## config.mk

```make
export PLATFORM = sky130hd
export DESIGN_NAME = riscv_prefetch_buffer
export DESIGN_NICKNAME = d
export VERILOG_FILES = /design/src/rtl/riscv_prefetch_buffer.sv
export SDC_FILE = /design/constraint.sdc
export NUM_CORES = 1
export LEC_CHECK = 0
export ABC_AREA = 1
export CAP_MARGIN = 40
export CORE_MARGIN = 2
export CORE_UTILIZATION = 53
export CTS_BUF_LIST = sky130_fd_sc_hd__clkbuf_8
export DETAILED_ROUTE_END_ITERATION = 16
export HOLD_SLACK_MARGIN = 0.12
export PLACE_DENSITY = 0.76
export SLEW_MARGIN = 20
export SYNTH_ARGS = -nofsm -noshare
export SYNTH_HDL_FRONTEND = slang
export SYNTH_SLANG_ARGS = --single-unit
```

## constraint.sdc

```tcl
create_clock -name iclk -period 14.7 [get_ports iclk]
set_input_delay 1.47 -clock iclk [delete_from_list [all_inputs] [get_ports iclk]]
set_output_delay 1.47 -clock iclk [all_outputs]
set_load 0.03 [all_outputs]
```

## src/rtl/riscv_prefetch_buffer.sv

```systemverilog
// Instruction prefetch buffer: sequential fetches to a latency-tolerant imem, an in-order
// response FIFO presented to ID, and redirect handling that drops stale in-flight responses.
module riscv_prefetch_buffer #(
    parameter int MP_XLEN            = 32,
    parameter int MP_DEPTH           = 4,
    parameter int MP_MAX_OUTSTANDING = 2,
    parameter logic [MP_XLEN-1:0] MP_RESET_PC = '0
) (
    input  logic               iclk,
    input  logic               irst,
    output logic               oimem_req_valid,
    input  logic               iimem_req_ready,
    output logic [MP_XLEN-1:0] oimem_addr,
    input  logic               iimem_rsp_valid,
    input  logic [MP_XLEN-1:0] iimem_rsp_data,
    output logic               oinstr_valid,
    output logic [MP_XLEN-1:0] oinstr,
    output logic [MP_XLEN-1:0] opc,
    input  logic               iinstr_ready,
    input  logic               iredirect,
    input  logic [MP_XLEN-1:0] iredirect_pc
);

    localparam int PW = $clog2(MP_DEPTH);
    localparam int CW = $clog2(MP_DEPTH + 1);
    localparam int IW = $clog2(MP_MAX_OUTSTANDING + 1);
    localparam int SW = $clog2(MP_DEPTH + MP_MAX_OUTSTANDING + 1);
    localparam logic [MP_XLEN-1:0] PC_STEP = MP_XLEN'(4);

    logic [MP_XLEN-1:0] fetch_pc_q, fetch_pc_d;
    logic [MP_XLEN-1:0] rsp_pc_q, rsp_pc_d;
    logic [PW-1:0]      rd_ptr_q, rd_ptr_d;
    logic [PW-1:0]      wr_ptr_q, wr_ptr_d;
    logic [CW-1:0]      count_q, count_d;
    logic [IW-1:0]      inflight_q, inflight_d;
    logic [IW-1:0]      drop_q, drop_d;
    logic [MP_XLEN-1:0] fifo_pc   [MP_DEPTH];
    logic [MP_XLEN-1:0] fifo_data [MP_DEPTH];

    logic [SW-1:0]      credit_used;
    logic [MP_XLEN-1:0] redirect_pc_al;
    logic               accept;
    logic               rsp_take;
    logic               push;
    logic               pop;
    logic               unused_pc_bits;

    assign unused_pc_bits = ^iredirect_pc[1:0];
    assign redirect_pc_al = {iredirect_pc[MP_XLEN-1:2], 2'b00};

    // Requests still owed to the current stream (drop counts the stale ones) reserve FIFO slots.
    assign credit_used = SW'(count_q) + SW'(inflight_q) - SW'(drop_q);

    assign oimem_req_valid = !irst && !iredirect
                          && (inflight_q < IW'(MP_MAX_OUTSTANDING))
                          && (credit_used < SW'(MP_DEPTH));
    assign oimem_addr   = fetch_pc_q;
    assign accept       = oimem_req_valid && iimem_req_ready;
    assign rsp_take     = iimem_rsp_valid && (inflight_q != '0);
    assign push         = rsp_take && (drop_q == '0) && !iredirect;
    assign pop          = (count_q != '0) && iinstr_ready && !iredirect;

    assign oinstr_valid = (count_q != '0);
    assign oinstr       = fifo_data[rd_ptr_q];
    assign opc          = fifo_pc[rd_ptr_q];

    always_comb begin
        inflight_d = inflight_q + IW'(accept) - IW'(rsp_take);
        drop_d     = drop_q;
        count_d    = count_q + CW'(push) - CW'(pop);
        fetch_pc_d = accept ? fetch_pc_q + PC_STEP : fetch_pc_q;
        rsp_pc_d   = push ? rsp_pc_q + PC_STEP : rsp_pc_q;
        rd_ptr_d   = pop ? rd_ptr_q + PW'(1) : rd_ptr_q;
        wr_ptr_d   = push ? wr_ptr_q + PW'(1) : wr_ptr_q;
        if (rsp_take && (drop_q != '0)) begin
            drop_d = drop_q - IW'(1);
        end
        if (iredirect) begin
            // Everything still outstanding after this cycle belongs to the old stream.
            drop_d     = inflight_q - IW'(rsp_take);
            count_d    = '0;
            fetch_pc_d = redirect_pc_al;
            rsp_pc_d   = redirect_pc_al;
            rd_ptr_d   = '0;
            wr_ptr_d   = '0;
        end
    end

    always_ff @(posedge iclk) begin
        if (irst) begin
            fetch_pc_q <= MP_RESET_PC;
            rsp_pc_q   <= MP_RESET_PC;
            rd_ptr_q   <= '0;
            wr_ptr_q   <= '0;
            count_q    <= '0;
            inflight_q <= '0;
            drop_q     <= '0;
            for (int i = 0; i < MP_DEPTH; i++) begin
                fifo_pc[i]   <= MP_RESET_PC;
                fifo_data[i] <= '0;
            end
        end else begin
            fetch_pc_q <= fetch_pc_d;
            rsp_pc_q   <= rsp_pc_d;
            rd_ptr_q   <= rd_ptr_d;
            wr_ptr_q   <= wr_ptr_d;
            count_q    <= count_d;
            inflight_q <= inflight_d;
            drop_q     <= drop_d;
            if (push) begin
                fifo_pc[wr_ptr_q]   <= rsp_pc_q;
                fifo_data[wr_ptr_q] <= iimem_rsp_data;
            end
        end
    end

endmodule
```

======== Word-level counts from Yosys, hierarchy flattened ========
Memories as Yosys holds them, arrays and structs flattened. A register that Yosys moved wholly into a read port is not among the register bits.
Cells that the tools add are included.
word-level totals
  flip-flop bits (word level) ............. 75
  memory bits (writable) .................. 256
  bits of input ports ..................... 70
  word-level logic and storage cells ...... 68
  memories kept ........................... 2
operators by class
  add/sub/neg operators ................... 12
  magnitude comparators ................... 2
  mux-type cells .......................... 21
  reductions and logical operators ........ 22
memory list
  name       depth  width  rd ports  clocked after Yosys merged registers in  write ports  RTL line  RTL
  fifo_data  4      32     1         1                                        4            38        logic [MP_XLEN-1:0] fifo_data [MP_DEPTH];
  fifo_pc    4      32     1         1                                        4            37        logic [MP_XLEN-1:0] fifo_pc [MP_DEPTH];
operator list
  kind                                                                 number
  32-bit two-way mux                                                   6
  32-bit by 3-bit adder with 32-bit output (second input constant)     2
  32-bit OR reduction                                                  2
  2-bit two-way mux                                                    8
  1-bit logical AND                                                    10
  2-bit nonzero test                                                   5
  1-bit two-way mux                                                    7
  2-bit by 1-bit adder with 2-bit output (second input constant)       2
  2-bit by 1-bit subtractor with 2-bit output                          2
  3-bit by 1-bit adder with 3-bit output                               1
  3-bit by 2-bit adder with 3-bit output                               1
  3-bit < comparator (second input constant)                           1
  3-bit nonzero test                                                   1
  3-bit by 1-bit subtractor with 3-bit output                          1
  3-bit by 2-bit subtractor with 3-bit output                          1
  2-bit by 1-bit adder with 2-bit output                               1
  1-bit logical NOT                                                    2
  2-bit logical NOT                                                    1
  2-bit < comparator (second input constant)                           1
  2-bit OR reduction                                                   1
  2-bit by 1-bit subtractor with 2-bit output (second input constant)  1

======== Longest topological paths before layout ========
  depth in word-level cells ............... 9
  depth in mapped cells ................... 15

======== Worst setup path after synthesis ========
OpenSTA, ideal clock, no wires.
  kind .................................... input port to flip-flop
  start point ............................. input port iimem_rsp_valid
  end point ............................... memory fifo_data[3][0], enable pin
  library setup time ...................... 0.568 ns
  arrival time ............................ 6.530 ns
  required time ........................... 14.132 ns
  slack ................................... 7.603 ns
  stages .................................. 8
  path buffers ............................ 0
  cells stage by stage .................... o21ai_1 -> inv_2 -> nand2_4 -> inv_1 -> nand2_1 -> inv_2 -> nand2_1 -> o21ai_0
RTL lines
  what                RTL line  RTL
  start: declaration  14        input logic iimem_rsp_valid,
  end: declaration    38

======== Worst setup path in the final report ========
  start point ............................. input port iredirect
  end point ............................... output port oimem_req_valid
on the way
  cells in the longest elaborated chain, start to end .. 4
RTL lines
  what                RTL line  RTL
  start: declaration  20        input logic iredirect,
  1-bit logical NOT   54        assign oimem_req_valid = !irst && !iredirect
  1-bit logical AND   54
  1-bit logical AND   55        && (inflight_q < IW'(MP_MAX_OUTSTANDING))
  1-bit logical AND   56        && (credit_used < SW'(MP_DEPTH));
  end: declaration    11        output logic oimem_req_valid,
Every way passes these cells.

==> impl_summary.log <==
[metrics] total number of yosys warnings: 0
[metrics] minimum clock period: 5.221 ns
[metrics] max-cap viol count: 0
[metrics] outcome: finished, final reports clean
[metrics] routed length on met3: 3.248 mm
[metrics] element type at the critical path start: input pin
[metrics] number of filler instances in the final layout: around 2400
[metrics] layout overhead on the synthesized area: 19.22%
[metrics] cells resized by post-CTS repair: 0
[metrics] Top Layer Used: met4
[metrics] first-pass GRT wire length: 63.02 mm
[metrics] clock buffer depth: 3
[metrics] flip-flop and latch count after synthesis: 321
[metrics] max-slew violation count: 0
[metrics] critical path fanouts, max: 39
[metrics] maximum resistive drop on vdd: 0.06567 mV
[metrics] achievable frequency: around 190 MHz
[metrics] number of enable-type register cells in the synthesized netlist: 248
[metrics] width of the die: 174.5 um
[metrics] CTS tree: yes
[metrics] antenna-violating nets left: 0
[metrics] sequence of cells on the critical path: clkdlybuf4s50_1 -> buf_4 -> nor2_2 -> inv_2 -> nor2_1 -> nand3_1 -> inv_1 -> clkdlybuf4s50_1
[metrics] die outline area: about 30000 um^2
[metrics] CP max stage delay: 0.67 ns
[metrics] share of the synthesized area in the top cell type: 48.34%
[metrics] sequential fraction of the synthesis area: 57.83%
[metrics] static power due to leakage: around 0.0071 uW
[metrics] leading area contributor after synthesis: sky130_fd_sc_hd__edfxtp_1
[metrics] unrepaired setup endpoints after global routing: no
[metrics] post-synth cell types: 33
[metrics] net count of the finished layout: 2019
[metrics] Worst-Skew Late Latency: 0.58 ns
[metrics] port buffer count: 161
[metrics] worst setup path class: input pin to primary output
[metrics] total DRC errors in the routed layout: 0
[metrics] wire length on met1: 16.20 mm
[metrics] grt ovf: 0
[metrics] clock buffers created by TritonCTS: 50
[metrics] wire length after detailed routing: around 40 mm
[metrics] top-count cell post-synth: sky130_fd_sc_hd__nor2_1
[metrics] CTS clk-pin slew, worst paths: 0.07 ns
[metrics] Routed wire per std cell: 16.54 um
[metrics] Row Count: 62
[metrics] maximum number of pins on one net before global-route repair: 77
[metrics] number of cells in the finished layout apart from fillers: 2359
[metrics] setup slack at placement: 9.498 ns
[metrics] Post-Synthesis Cell Area: 15400 um^2
[metrics] final number of hold-violating endpoints: 0
[metrics] most numerous cell types in the synthesized netlist: sky130_fd_sc_hd__nor2_1 (420), sky130_fd_sc_hd__nand2_1 (304), sky130_fd_sc_hd__edfxtp_1 (248)
[metrics] layout cells sized above 1: 6.430%
[metrics] cell total after placement: 2269
[metrics] flip-flop cell with the highest count after synthesis: sky130_fd_sc_hd__edfxtp_1
[metrics] RR Endpoint: inflight_q[1]$_SDFF_PP0_
[metrics] effective utilization at floorplan: 53.82%
[metrics] Antenna Cells: 0
[metrics] post-CTS setup-driven buffer insertion count: 0
[metrics] clock sink count: 321
[metrics] Power Dens Cells: 109.8 nW/um^2
[metrics] Hold Buf Count CTS: 0
[metrics] RD Place Congestion: 0.9032
[metrics] Worst Setup End Kind: primary output
[metrics] master cell of the clock root buffer: sky130_fd_sc_hd__clkbuf_8
[metrics] R2R Setup Slk: around 12 ns
[metrics] count of H-tree levels built during CTS: 2
[metrics] data arrival at the endpoint of the critical path: 3.75 ns
[metrics] number of instances on the worst hold path: 2
[metrics] post-synthesis instance total: 1791
[metrics] setup total negative slack: 0 ns
[metrics] final setup fails: 0
[metrics] Async S/R FF share, synth: 0%
[metrics] period utilisation layout: a little over a third
[metrics] via count of the routed design: 12826
[metrics] Worst Skew: 0.01098 ns
[metrics] I/O pin total: approximately 170
[metrics] total core area: 28630 um^2
[metrics] DR iter-0 viols: about 1200
[metrics] data required time at the worst endpoint: 13.23 ns
[metrics] cell with the largest stage delay on the worst path: sky130_fd_sc_hd__clkdlybuf4s50_1
[metrics] average instance area after synthesis: between 8 and 9 um^2
[metrics] DR vias/cell: 5.437
[metrics] normalized max-slew margin: approximately 41%
[metrics] Final WS setup: 9.479 ns
[metrics] wire length on met2: 18.76 mm
[metrics] number of antenna violations at the first check in global routing: 0
[metrics] Hold/Removal Path Class: register to register
[metrics] global routing usage summed across all routing layers: between 20 and 30%
[metrics] vias in the first global route: 12598
[metrics] slew at the pin closest to its max-slew limit: between 0.8 and 0.9 ns
[metrics] Synth area leaders: sky130_fd_sc_hd__edfxtp_1 (48%), sky130_fd_sc_hd__nor2_1 (10%), sky130_fd_sc_hd__dfxtp_1 (9.5%)
[metrics] critical register-to-register path startpoint: count_q[1]$_SDFF_PP0_
[metrics] floorplan die height: 174.5 um
[metrics] cell type with the highest occurrence count on the critical path: sky130_fd_sc_hd__clkdlybuf4s50_1
[metrics] HPWL after detailed placement: 23.84 mm
[metrics] detailed-routing iteration count for the pre-antenna-repair pass: 5
[metrics] r2r worst-path depth: 15
[metrics] launch instance of the worst min-delay path: rd_ptr_q[1]$_SDFFE_PP0P_
## cell type report
cell class	instances	area (um^2)	area share, %
Clock buffer	52	715.7	3.897
Clock inverter	38	212.7	1.158
Inverter	200	752.0	4.095
Multi-Input combinational cell	1180	5409	29.45
Sequential cell	321	8914	48.54
Tap cell	384	480.5	2.616
Timing Repair Buffer	184	1882	10.25
## state kept, by name (all words and copies together), names as in the netlist, named ones only
register,count
fifo_pc,120
drop_q,2
oimem_addr,30
fifo_data,128
inflight_q,2
wr_ptr_q,2
rd_ptr_q,2
rsp_pc_q,30
count_q,3
## how the worst max path moves through the flow
| stage | endpoint | depth (start not counted) | from |
|---|---|---|---|
| final | oimem_req_valid | 8 | iredirect |
| after global routing | oimem_req_valid | 8 | iredirect |
| after CTS | oimem_req_valid | 8 | iredirect |
| after detailed placement | oimem_req_valid | 8 | iredirect |
| after global placement | oimem_req_valid | 8 | iredirect |
| after floorplan | fifo_data[3][0]$_DFFE_PP_ | 8 | iimem_rsp_valid |
## metal layers
metal  global-route usage, %  up-vias
li1                        -     6203
met1                   34.63     6022
met2                   43.22      536
met3                   3.959       65
met4                   8.263        0
met5                       0        -
## through the flow
stage / hold slack [ns] / total power (uW) / instance area (um^2) / util, %
floorplan: 0.4364 / 1231 / 15420 / -
global placement: 0.4438 / 1326 / 17290 / 60.42
detailed placement: 0.4575 / 1336 / 17440 / 60.91
CTS: 0.4698 / 2028 / 18370 / 64.16
global route: 0.5042 / 2095 / 18370 / 64.16
finish: 0.4691 / 2016 / 18370 / 64.16
## cells in the final DEF, fill, tap and decap left out, drive strengths merged, types with 6 or more instances in the layout
master           n
clkbuf          52
edfxtp         248
nand3           76
o22ai           63
buf             23
xor2            15
nand4           16
dfxtp           73
o21ai          175
a21oi           44
nor3            17
clkdlybuf4s50  161
clkinv          24
inv            210
o211ai           6
ha              10
nor2           433
nand2          305
## report_power, final
part | internal [uW] | switching, uW
logic | 94.5 | 172
registers | 1020 | 28.8
clock network | 349 | 348
## worst max-delay path: cells and delay by family
| kind | cells | cell delay [ns] |
|---|---|---|
| buffers and inverters | 5 | 1.55 |
| AND/OR/NAND/NOR | 3 | 0.73 |
## cell families after synthesis
| group | synth area share, % |
|---|---|
| simple gates | 22.43 |
| flops | 57.83 |
| compound gates | 10.18 |
| buf+inv | 7.383 |
| xor+xnor | 1.080 |
| fa+ha+maj | 1.072 |
| other cells | 0.02434 |
Note: power is estimated with default switching activity, not from simulation.
